<file path="config.mk">
export PLATFORM = sky130hd
export DESIGN_NAME = alu_writeback_rf
export DESIGN_NICKNAME = d
export VERILOG_FILES = /design/src/rtl/alu_writeback_rf_pkg.sv /design/src/rtl/alu_writeback_rf_rf_core.sv /design/src/rtl/alu_writeback_rf.sv
export SDC_FILE = /design/constraint.sdc
export NUM_CORES = 1
export LEC_CHECK = 0
export BUFFER_PORTS_ARGS = -buffer_cell sky130_fd_sc_hd__buf_4
export CAP_MARGIN = 20
export CORE_MARGIN = 3
export CORE_UTILIZATION = 45
export CTS_CLUSTER_DIAMETER = 80
export DETAILED_ROUTE_END_ITERATION = 7
export PLACE_DENSITY = 0.72
export SYNTH_ARGS = -nofsm -noshare
export SYNTH_HDL_FRONTEND = slang
export SYNTH_SLANG_ARGS = --single-unit
</file>
<file path="constraint.sdc">
create_clock -name clk -period 3.8 [get_ports clk]
set_input_delay 0.19 -clock clk [delete_from_list [all_inputs] [get_ports clk]]
set_output_delay 0.19 -clock clk [all_outputs]
set_load 0.02 [all_outputs]
</file>
<file path="src/rtl/alu_writeback_rf_pkg.sv">
// Shared constants and types for the writeback stage and its register file.
package alu_writeback_rf_pkg;

  localparam int DW    = 8;
  localparam int NREGS = 8;
  localparam int AW    = $clog2(NREGS);

  typedef logic [AW-1:0] reg_idx_t;

  typedef struct packed {
    logic          valid;
    logic          we;
    logic          flag_we;
    logic          carry;
    reg_idx_t      dest;
    logic [DW-1:0] result;
  } wb_entry_t;

endpackage

</file>
<file path="src/rtl/alu_writeback_rf_rf_core.sv">
// Register file storage: one synchronous write port, two combinational read ports.
module rf_core #(
  parameter int DW    = 8,
  parameter int NREGS = 8,
  parameter int AW    = $clog2(NREGS)
) (
  input  logic          clk,
  input  logic          reset,
  input  logic          we_i,
  input  logic [AW-1:0] waddr_i,
  input  logic [DW-1:0] wdata_i,
  input  logic [AW-1:0] raddr_a_i,
  input  logic [AW-1:0] raddr_b_i,
  output logic [DW-1:0] rdata_a_o,
  output logic [DW-1:0] rdata_b_o
);

  logic [DW-1:0] mem_q [NREGS];

  // NOTE: the storage is reset entry by entry because the architecture defines
  // every register as 0 after reset; this rules out mapping onto a RAM macro.
  always_ff @(posedge clk) begin
    if (reset) begin
      for (int i = 0; i < NREGS; i++) mem_q[i] <= '0;
    end else if (we_i) begin
      // NOTE: state is written with <= so every flop samples pre-edge values.
      mem_q[waddr_i] <= wdata_i;
    end
  end

  assign rdata_a_o = mem_q[raddr_a_i];
  assign rdata_b_o = mem_q[raddr_b_i];

endmodule

</file>
<file path="src/rtl/alu_writeback_rf.sv">
// WB pipeline register, zero/carry flags and forwarding around the register file.
module alu_writeback_rf
  import alu_writeback_rf_pkg::*;
#(
  parameter bit HARDWIRE_R0 = 1'b0
) (
  input  logic          clk,
  input  logic          reset,
  input  logic          ex_valid_i,
  input  logic [DW-1:0] ex_result_i,
  input  reg_idx_t      ex_dest_i,
  input  logic          ex_we_i,
  input  logic          ex_carry_i,
  input  logic          ex_flag_we_i,
  input  logic          flush_i,
  input  reg_idx_t      raddr_a_i,
  input  reg_idx_t      raddr_b_i,
  output logic [DW-1:0] rdata_a_o,
  output logic [DW-1:0] rdata_b_o,
  output logic          zero_o,
  output logic          carry_o,
  output logic          wb_valid_o
);

  wb_entry_t     wb_q, wb_d;
  logic          zero_q, carry_q;
  logic          commit, rf_we, fwd_a, fwd_b;
  logic [DW-1:0] rf_a, rf_b;

  // NOTE: every field gets a value on every path, so no latch can be inferred.
  always_comb begin
    wb_d         = '0;
    wb_d.valid   = ex_valid_i;
    wb_d.we      = ex_we_i & ex_valid_i;
    wb_d.flag_we = ex_flag_we_i & ex_valid_i;
    wb_d.carry   = ex_carry_i;
    wb_d.dest    = ex_dest_i;
    wb_d.result  = ex_result_i;
  end

  assign commit = wb_q.valid & ~flush_i;
  assign rf_we  = commit & wb_q.we & ~(HARDWIRE_R0 && wb_q.dest == '0);

  always_ff @(posedge clk) begin
    if (reset) begin
      wb_q    <= '0;
      zero_q  <= 1'b0;
      carry_q <= 1'b0;
    end else begin
      wb_q <= wb_d;
      if (commit && wb_q.flag_we) begin
        zero_q  <= ~|wb_q.result;
        carry_q <= wb_q.carry;
      end
    end
  end

  rf_core #(.DW(DW), .NREGS(NREGS), .AW(AW)) u_rf (
    .clk       (clk),
    .reset     (reset),
    .we_i      (rf_we),
    .waddr_i   (wb_q.dest),
    .wdata_i   (wb_q.result),
    .raddr_a_i (raddr_a_i),
    .raddr_b_i (raddr_b_i),
    .rdata_a_o (rf_a),
    .rdata_b_o (rf_b)
  );

  // The pending WB value is younger than anything in the RF, so it wins.
  assign fwd_a = commit & wb_q.we & (raddr_a_i == wb_q.dest);
  assign fwd_b = commit & wb_q.we & (raddr_b_i == wb_q.dest);

  assign rdata_a_o = (HARDWIRE_R0 && raddr_a_i == '0) ? '0 : (fwd_a ? wb_q.result : rf_a);
  assign rdata_b_o = (HARDWIRE_R0 && raddr_b_i == '0) ? '0 : (fwd_b ? wb_q.result : rf_b);

  assign zero_o     = zero_q;
  assign carry_o    = carry_q;
  assign wb_valid_o = wb_q.valid;

endmodule

</file>
# Word level (Yosys, flattened, before mapping)
# Memories as Yosys holds them, arrays and structs flattened.
# Cells that the tools add are included.
[word_totals]
output_inout_bits = 19
reg_bits = 17
ram_bits = 64
input_bits = 24
mem_count = 1
[memory_table]
columns = ["memory", "words", "word_bits", "rd", "rd_ports_with_merged_regs", "write_ports", "line", "text"]
rows = [
  ["u_rf.mem_q", 8, 8, 2, 0, 8, "alu_writeback_rf_rf_core.sv:18", "logic [DW-1:0] mem_q [NREGS];"],
]
[op_classes]
n_eq_ne = 2
bitwise = 7
n_reduce_logical = 4
n_mux = 10
[op_table]
columns = ["op", "count"]
rows = [
  ["8-bit 2-to-1 mux", 3],
  ["8-bit OR reduction", 2],
  ["1-bit AND", 6],
  ["3-bit == test", 2],
  ["1-bit 2-to-1 mux", 6],
  ["3-bit 2-to-1 mux", 1],
  ["1-bit logical AND", 1],
  ["1-bit logical NOT", 1],
  ["1-bit NOT", 1],
]

# Longest topological paths before layout
[depth]
depth_word = 8
mapped_depth = 5

# Hierarchy
# A second synthesis with hierarchy kept.
[hier_totals]
cells_unflattened = 289
area_unflattened_um2 = 4314.1
[modules_own_cells]
columns = ["mod", "cells_each", "seq_area_each_um2", "instances", "area_each_um2"]
rows = [
  ["rf_core", 222, 1921.8, 1, 3525.9],
  ["alu_writeback_rf", 67, 340.3, 1, 788.3],
]

# Least setup slack after synthesis
# OpenSTA, ideal clock, no wires.
[synth_path]
kind = "input to output"
from = "in raddr_b_i[1]"
to = "out rdata_b_o[0]"
slack_ps = 1918
path_stages = 5
path_buffers = 2
t_arrival_ps = 1692
cell_sequence = "clkbuf_1 clkbuf_1 mux4_2 mux2_2 mux2_2"
[synth_via]
elab_chain_cells = 3
elab_cells_between_ends = 4
[synth_lines]
columns = ["element", "line", "text"]
rows = [
  ["start, declared", "alu_writeback_rf.sv:17", "input reg_idx_t raddr_b_i,"],
  ["branches (longest 2 deep; another with memory 8 x 8 bit)", "--", ""],
  ["8-bit 2-to-1 mux *", "alu_writeback_rf.sv:75", "assign rdata_b_o = (HARDWIRE_R0 && raddr_b_i == '0) ? '0 : (fwd_b ? wb_q.result : rf_b);"],
  ["end, declared", "alu_writeback_rf.sv:19", "output logic [DW-1:0] rdata_b_o,"],
]
# Every way passes the cells marked *.

# Worst setup path in the final report
[layout_path]
from = "reg wb_q[8] (netlist name)"
to = "out rdata_b_o[1]"
[layout_via]
elab_chain_cells = 3
[layout_lines]
columns = ["element", "line", "text"]
rows = [
  ["start, declared", "alu_writeback_rf.sv:25", "wb_entry_t wb_q, wb_d;"],
  ["start signal, assigned", "alu_writeback_rf.sv:50", "wb_q <= wb_d;"],
  ["3-bit == test", "alu_writeback_rf.sv:72", "assign fwd_b = commit & wb_q.we & (raddr_b_i == wb_q.dest);"],
  ["1-bit AND", "alu_writeback_rf.sv:72", ""],
  ["8-bit 2-to-1 mux", "alu_writeback_rf.sv:75", ""],
]
# No other way between the ends.

==> summary.md <==
| Metric | Value |
|---|---|
| Run status | `completed` |
| Mean Syn Cell Area | `15.2 µm²` |
| Vias/cell | `5.60` |
| Slowest Stage Delay on Critical Path | `0.60 ns` |
| Hold Fails Final Rpt | `0` |
| Routed vias | `2507` |
| Met2 Use GR | `0.294` |
| Area leader, netlist | `edfxtp_1` |
| Global routing's busiest layer | `met2` |
| Final WL | `9930 µm` |
| PD cells | `361 mW/mm²` |
| Post-CTS Setup Bufs | `0` |
| Slew Limit Fails | `0` |
| Die ar. | `0.0109 mm²` |
| Core area | `0.00928 mm²` |
| Slew HR | `0.556` |
| Final Total Pwr | `1740 µW` |
| Share of layout cells above drive strength 1 | `0.339` |
| CTS Hold Buffers Added | `0` |
| EDFF count, synth | `64` |
| Crit Path Class | `reg -> out` |
| Post-synthesis cell area | `0.00434 mm²` |
| Residual DRC | `0` |
| WL/cell | `22.2 µm` |
| Worst EP arrival | `2.24 ns` |
| Transition time of the tightest slew-check pin | `0.660 ns` |
| Clock period minus final worst setup slack | `2.43 ns` |
| Row Count | `35` |
| Post-synth cell types | `31` |
| Pleak | `0.00191 µW` |
| H-tree levels | `3` |
| Critical path startpoint category | `flop` |
| Maximum clock path buffer count | `2` |
| Post-route antenna net violation count | `0` |
| Most common cell in the netlist | `and2_1` |
| Met3 usage | `0.0292` |
| ANT cells | `0` |
| FMAX | `411 MHz` |
| Hpwl dp | `6930 µm` |
| Util after Layout | `0.520` |
| Pin count of the biggest net entering global routing | `25` |
| Mapped Nets | `309` |
| Num Clock Sinks | `81` |
| Final Net Count | `338` |
| Cells after Synth | `285` |
| Worst EP required | `3.61 ns` |
| Routability Congestion | `0.822` |
| Setup_tns | `0 ns` |
| First-pass detailed-route iteration total | `4` |
| Worst Path Max Fanout | `8` |
| CP Capture Type | `output pin` |
| Synthesis-stage register bit count | `81` |
| Register area share after synthesis | `0.521` |
| Synth top area share | `0.443` |
| Die span in y | `104 µm` |
| Initial Utilization | `0.467` |
| Antenna violations before repair | `0` |
| Sequential cell area | `0.00226 mm²` |
| Number of global-route vias before repair | `2530` |
| Hold Crit Class | `in -> reg` |
| CP cell instances | `xnor2_1, nand4_1, mux2_2, buf_4` |
| Post-cts resize count | `0` |
| Grt ovf | `0` |
| TritonCTS clock tree | `done` |
| Most common flop cell mapped by yosys | `edfxtp_1` |
| Max_cap viols | `0` |
| Peak supply drop | `272 µV` |
| Top cells by count, synth | `66 x and2_1, 64 x edfxtp_1, 30 x mux2_2, 18 x mux4_1, 17 x dfxtp_1` |
| Filler instances | `789` |
| Slowest cell on crit path | `dfxtp_1` |
| Setup Viol. Count Final | `0` |
| Total GRT Usage | `0.187` |
| Largest cells by area after synthesis | `edfxtp_1 44%, mux4_1 11%, and2_1 9.5%` |
| 1st-iter DRT viols | `252` |
| Final worst-path cycle share | `0.640` |
| Num CTS Buffers | `9` |
| RSZ-0062 raised after global routing | `no` |
| Yosys Warn Count | `0` |
| Fin Hold WS | `0.0406 ns` |
| First-pass GRT wire length | `14800 µm` |
| Layout area overhead | `11.2%` |
| Skew-Pair Late Insertion Delay | `0.35 ns` |
| Layout Skew | `0.00754 ns` |
| Root buffer cell | `clkbuf_8` |
| M1 GR Usage | `0.263` |
| Die width | `104 µm` |
| Worst-path clk slew | `0.08 ns` |
| Multi-input gate area | `0.00192 mm²` |
| Port bufs | `42` |
| I/O Pins | `43` |
| Synth async-reset ratio | `0` |
==> state kept, by name, indices dropped and copies added (netlist names) <==
signal and count:
carry_o 1, u_rf.mem_q 64, wb_q 14, wb_valid_o 1, zero_o 1
==> through the flow <==
stage	instance area [µm²]	std cells	setup WS, ns
after CTS	4830	448	1.37
after floorplan	4340	285	1.92
after global routing	4830	448	1.30
after global placement	4660	432	1.49
after detailed placement	4660	432	1.36
final	4830	448	1.37
==> cells by family after synthesis <==
logic type / count (synthesis) / share of synthesized area
xor+xnor: 6 / 0.0121
buf+inv: 25 / 0.0358
flops: 81 / 0.521
simple gates: 107 / 0.161
mux: 65 / 0.269
compound gates: 1 / 0.00115
==> layout make-up <==
| type | count | share of cell area |
|---|---|---|
| tap | 129 | 0.0334 |
| clock inverter | 6 | 0.00726 |
| clock buffer | 10 | 0.0264 |
| timing repair buffer | 42 | 0.0653 |
| inverter | 1 | 0.000778 |
| sequential | 81 | 0.469 |
| multi-input combinational | 179 | 0.398 |
==> power by group <==
group / internal [µW] / switching, µW / total, µW
combinational: 106 / 89.5 / 195
clock: 234 / 296 / 530
sequential: 978 / 37.8 / 1020
total: 1320 / 423 / 1740
==> final timing paths <==
kind / from / end / slack, ns / depth (start not counted)
worst max-delay path: wb_q[8] / rdata_b_o[1] / 1.37 / 4
worst min register to register: wb_q[11] / carry_o / 0.48 / 2
worst min-delay path: ex_flag_we_i / wb_q[12] / 0.04 / 2
worst max register to register: wb_valid_o / u_rf.mem_q[4][4] / 1.50 / 3
==> routing by layer <==
layer / wire length, µm / part of all wire
met5: 0 / 0
met4: 142 / 0.014
met3: 567 / 0.057
met2: 4650 / 0.47
met1: 4570 / 0.46
==> cells in the final DEF (no fill, tap or decap), types with 2 or more instances in the layout <==
master,netlist,final
xnor2_1,6,6
dfxtp_1,17,17
nor4_2,2,2
mux2_2,30,30
mux2_4,2,2
edfxtp_1,64,64
clkinv_2,0,4
or2_1,8,8
nor2b_1,13,13
nand4_1,2,2
or4_1,2,2
nor4b_2,2,2
nor3_1,4,4
mux4_2,14,14
clkbuf_8,0,9
and2_1,66,66
nand2_1,2,2
mux4_1,18,18
buf_4,0,42
==> worst max-delay path, delay by kind of cell (launching register included) <==
| kind | cells | cell delay (ns) |
|---|---|---|
| flops | 1 | 0.60 |
| simple gates | 1 | 0.48 |
| mux | 1 | 0.48 |
| xor+xnor | 1 | 0.17 |
| buf+inv | 1 | 0.16 |
(Power assumes the default switching activity.)
